**config.mk**
```make
export PLATFORM = sky130hd
export DESIGN_NAME = jtframe_deserializer
export DESIGN_NICKNAME = d
export VERILOG_FILES = /design/src/rtl/jtframe_deserializer.sv
export SDC_FILE = /design/constraint.sdc
export NUM_CORES = 1
export LEC_CHECK = 0
export BUFFER_PORTS_ARGS = -buffer_cell sky130_fd_sc_hd__buf_2
export CAP_MARGIN = 20
export CORE_ASPECT_RATIO = 0.7
export CORE_MARGIN = 8
export CORE_UTILIZATION = 60
export CTS_BUF_LIST = sky130_fd_sc_hd__clkbuf_4 sky130_fd_sc_hd__clkbuf_8
export CTS_CLUSTER_SIZE = 25
export DETAILED_ROUTE_END_ITERATION = 8
export PLACE_DENSITY = 0.83
export RECOVER_POWER = 100
export SLEW_MARGIN = 15
export SYNTH_ARGS = -nofsm -noshare
export SYNTH_HDL_FRONTEND = slang
export SYNTH_SLANG_ARGS = --single-unit
```
**constraint.sdc**
```tcl
create_clock -name clk -period 2.35 [get_ports clk]
set_input_delay 0.705 -clock clk [delete_from_list [all_inputs] [get_ports clk]]
set_output_delay 0.705 -clock clk [all_outputs]
set_load 0.01 [all_outputs]
```
**src/rtl/jtframe_deserializer.sv**
```systemverilog
// jtframe_deserializer: start/data/parity serial frame receiver clocked by an external sclk.
// Optional frame timeout enabled by defining JTFRAME_DESER_TIMEOUT_EN.
module jtframe_deserializer #(
  parameter int DW   = 8,
  parameter int PAR  = 1,
  parameter int TOUT = 1024
) (
  input  logic          clk,
  input  logic          rst,
  input  logic          sclk,
  input  logic          sdin,
  output logic [DW-1:0] dout,
  output logic          dvalid,
  output logic          perr,
  output logic          busy,
  output logic          tout
);
  localparam int CW = $clog2(DW + 1);
  typedef enum logic [1:0] {IDLE, DATA, PARITY} state_t;
  state_t        st;
  logic [1:0]    sclk_s, sdin_s;
  logic          sclk_d, fall, bit_s;
  logic [CW-1:0] cnt;
  logic [DW-1:0] shreg;
  if (DW < 1 || TOUT < 2) begin : g_bad
    $error("jtframe_deserializer: DW must be >= 1 and TOUT >= 2");
  end
  // The registered fall pulse puts dvalid three clk edges after the input sees sclk drop
  always_ff @(posedge clk) begin
    if (rst) begin
      sclk_s <= 2'b00;
      sdin_s <= 2'b11;
      sclk_d <= 1'b0;
      fall   <= 1'b0;
      bit_s  <= 1'b1;
    end else begin
      sclk_s <= {sclk_s[0], sclk};
      sdin_s <= {sdin_s[0], sdin};
      sclk_d <= sclk_s[1];
      fall   <= sclk_d & ~sclk_s[1];
      bit_s  <= sdin_s[1];
    end
  end
  assign busy = st != IDLE;
`ifdef JTFRAME_DESER_TIMEOUT_EN
  localparam int TW = $clog2(TOUT + 1);
  logic [TW-1:0] tcnt;
`else
  assign tout = 1'b0;
`endif
  always_ff @(posedge clk) begin
    if (rst) begin
      st     <= IDLE;
      cnt    <= '0;
      shreg  <= '0;
      dout   <= '0;
      dvalid <= 1'b0;
      perr   <= 1'b0;
`ifdef JTFRAME_DESER_TIMEOUT_EN
      tcnt   <= '0;
      tout   <= 1'b0;
`endif
    end else begin
      dvalid <= 1'b0;
      if (fall) begin
        case (st)
          IDLE: if (!bit_s) begin
            st  <= DATA;
            cnt <= '0;
          end
          DATA: begin
            shreg <= {bit_s, shreg[DW-1:1]};
            cnt   <= cnt + 1'b1;
            if (cnt == CW'(DW - 1)) st <= PARITY;
          end
          default: begin
            dout   <= shreg;
            dvalid <= 1'b1;
            perr   <= bit_s != (^shreg ^ PAR[0]);
            st     <= IDLE;
          end
        endcase
      end
`ifdef JTFRAME_DESER_TIMEOUT_EN
      tout <= 1'b0;
      // A fall never coincides with the abort, so the FSM update above is never overridden mid-sample
      if (fall || st == IDLE) tcnt <= '0;
      else if (tcnt == TW'(TOUT - 1)) begin
        st   <= IDLE;
        tout <= 1'b1;
        tcnt <= '0;
      end else tcnt <= tcnt + 1'b1;
`endif
    end
  end
endmodule

```
==> impl_metrics.toml <==
[cells_and_area]
multi_input_area_um2 = 514
drive_above_1_share_pct = 9.27
fill_cells = 164
final_cell_mix = "nand2_1 (33), dfxtp_1 (31), a21oi_1 (18)"
nNetsFinal = 155
synthToLayoutAreaGrowth_pct = 8.27
regArea_um2 = 621
diodes = 0
final_common_cell = "nand2_1"

[timing]
tightestPinTransition_ps = 1230
setup_violations = 0
drv_slew = 0
fmax_ghz = 0.542
fin_crit_ps = 1850
post-route-period-util_pct = 78.5
maxSlewHeadroom_pct = 18.3
grt_setup_unrepaired = "no"
skew_ps = 3.28
hold_viol_final = 0
setup-tns-final_ps = 0

[power_and_ir_drop]
power_density_nw_per_um2 = 653
power_mw = 0.834
p_leak_nw = 0.462
peakVddDrop_v = 0.000543

[critical_path]
critPathKind = "reg2out"
startpoint_type = "register"
cp.arrival_ps = 1140
slowest_delay_ps = 380
path_max_fanout = 8
crit_path_end_kind = "output pin"
crit_chain = "or2_2 -> clkbuf_1"
crit_required_ps = 1640
cp_slowest_cell = "dfxtp_1"

[clocking]
cts_buffer_depth = 2
cts_tree = "built"
cts_htree_levels = 2
postCtsHoldBufs = 0
cts_sinks = 31
cts_buffers = 5
path_clk_slew_ps = 90
clockRootBuffer = "clkbuf_4"
postCtsSetupRepairBufs = 0
clk_latency_ps = 320
post_cts_resized = 0

[logic_synthesis]
synth_xor_area_share_pct = 6.36
syn_area_per_cell_um2 = 8.68
synth_top_family_by_area = "simple AND/OR/NAND/NOR gates"
synthSimpleGateAreaFrac_pct = 23.3
syn_inst = 136
synth.area.mux_share_pct = 0.848
seq_area_frac_synth_pct = 52.6
yosys.cell_types.count = 26
synthAdderAreaFrac_pct = 1.06
synth_seq_cells = 31
netlist_area_um2 = 1180
synth_compound_area_share_pct = 12.1
synth_fp_nets = 141
synth_warnings = 0

[floorplanning]
core-area_um2 = 1850
die_h_um = 53.1
std_cell_rows = 13
initial_core_util_pct = 63.6
ios = 16
die-area_um2 = 3660
die_w_um = 69

[global_route]
grt_overflow_total = 0
grt_pass1_vias = 889
grt_pass1_wl_mm = 3.88
use_met2_pct = 21.5
grt_start_max_net_pins = 32
grt_antenna_before_repair = 0
grt_util_met1_pct = 14.8
use_met3_pct = 7.28
grt_most_used_layer = "met2"
grt_usage_pct = 13.4

[route]
drtIter0Drc = 55
vias = 894
viasPerCell = 5.17
wire_per_inst_um = 12.7
drt_pass1_iterations = 4
ant_nets = 0
drt-total-wl_mm = 2.21
drc = 0

[job]
cap_violations = 0

[place]
hpwlAfterDp_mm = 1.53
gp_congestion = 0.812
io_buffer_count = 14

[outcome]
outcome = "complete, no violations"

[hold_path]
hold_path.class = "reg2reg"
[per-layer routing]
metal / share of wire [%] / wire [um]
met1: 46 / 1020
met2: 45 / 990
met3: 8.1 / 178
met4: 0.63 / 14
met5: 0 / 0
[cells by family (layout without fill, tap and decap cells)]
logic type | Yosys count | count (layout)
flops | 31 | 31
buf+inv | 9 | 24
xor+xnor | 7 | 7
fa+ha+maj | 1 | 1
mux | 1 | 1
other cells | 1 | 1
compound gates | 25 | 25
simple gates | 61 | 61
[flip-flops by register name, summed over array words and instances (netlist names)]
name and flops:
sclk_s 2, fall 1, shreg 8, perr 1, bit_s 1, sclk_d 1, cnt 4, dvalid 1
st 2, sdin_s 2, dout 8
[stage by stage]
stage                     hold WS [ps]  util, %  setup WS, ps  cells  area, um^2
after global placement             392     67.1           867    165        1240
after floorplan                    389        -           917    136        1180
after detailed placement           392     67.1           852    165        1240
after CTS                          415     70.0           486    173        1300
after global routing               425     68.9           434    173        1280
final                              415     68.9           504    173        1280
[worst max-delay path: cells and delay by family, from the launching register on]
family,cells,cell delay (ps)
simple gates,1,310
flops,1,380
buf+inv,1,130
[worst paths after layout]
| kind | from | endpoint | slack [ps] | depth (start not counted) |
|---|---|---|---|---|
| worst max-delay path | st[0]$_SDFFE_PP0P_ | busy | 500 | 2 |
| worst min-delay path | sdin_s[0]$_SDFF_PP1_ | sdin_s[1]$_SDFF_PP1_ | 420 | 1 |
| worst max register to register | fall$_SDFF_PP0_ | cnt[3]$_SDFFE_PP0P_ | 920 | 4 |
| worst min register to register | sdin_s[0]$_SDFF_PP1_ | sdin_s[1]$_SDFF_PP1_ | 420 | 1 |
[synth_stat cells]
| cell | n | area [um^2] |
|---|---|---|
| a211oi_1 | 1 | 7.51 |
| a211oi_2 | 1 | 12.5 |
| a21oi_1 | 18 | 90.1 |
| a22oi_1 | 3 | 22.5 |
| and2_1 | 2 | 12.5 |
| and3b_1 | 1 | 8.76 |
| buf_2 | 2 | 10.0 |
| buf_4 | 1 | 7.51 |
| clkbuf_1 | 4 | 15.0 |
| conb_1 | 1 | 3.75 |
| dfxtp_1 | 31 | 621 |
| ha_1 | 1 | 12.5 |
| inv_1 | 2 | 7.51 |
| mux2i_1 | 1 | 10.0 |
| nand2_1 | 33 | 124 |
| nand3_1 | 1 | 5.00 |
| nand3b_1 | 2 | 15.0 |
| nor2_1 | 11 | 41.3 |
| nor2b_1 | 5 | 31.3 |
| nor3_1 | 1 | 5.00 |
| nor3b_1 | 1 | 7.51 |
| o21ai_0 | 2 | 10.0 |
| or2_2 | 4 | 25.0 |
| xnor2_1 | 5 | 43.8 |
| xnor3_1 | 1 | 22.5 |
| xor2_1 | 1 | 8.76 |
[area by class of cell]
type                       count  area share [%]
clock buffer                   5            2.94
timing repair buffer          14            4.31
multi-input combinational     96            40.3
clock inverter                 3            1.18
sequential                    31            48.6
tap                           22            2.15
inverter                       2           0.588
[report_power, final]
part           total [mW]  internal, mW  switching, mW  leakage, nW
clock network       0.287         0.111          0.175       0.0347
registers           0.531         0.529        0.00185        0.251
logic              0.0160       0.00580         0.0102        0.177
Power figures use the tool's default switching activity.
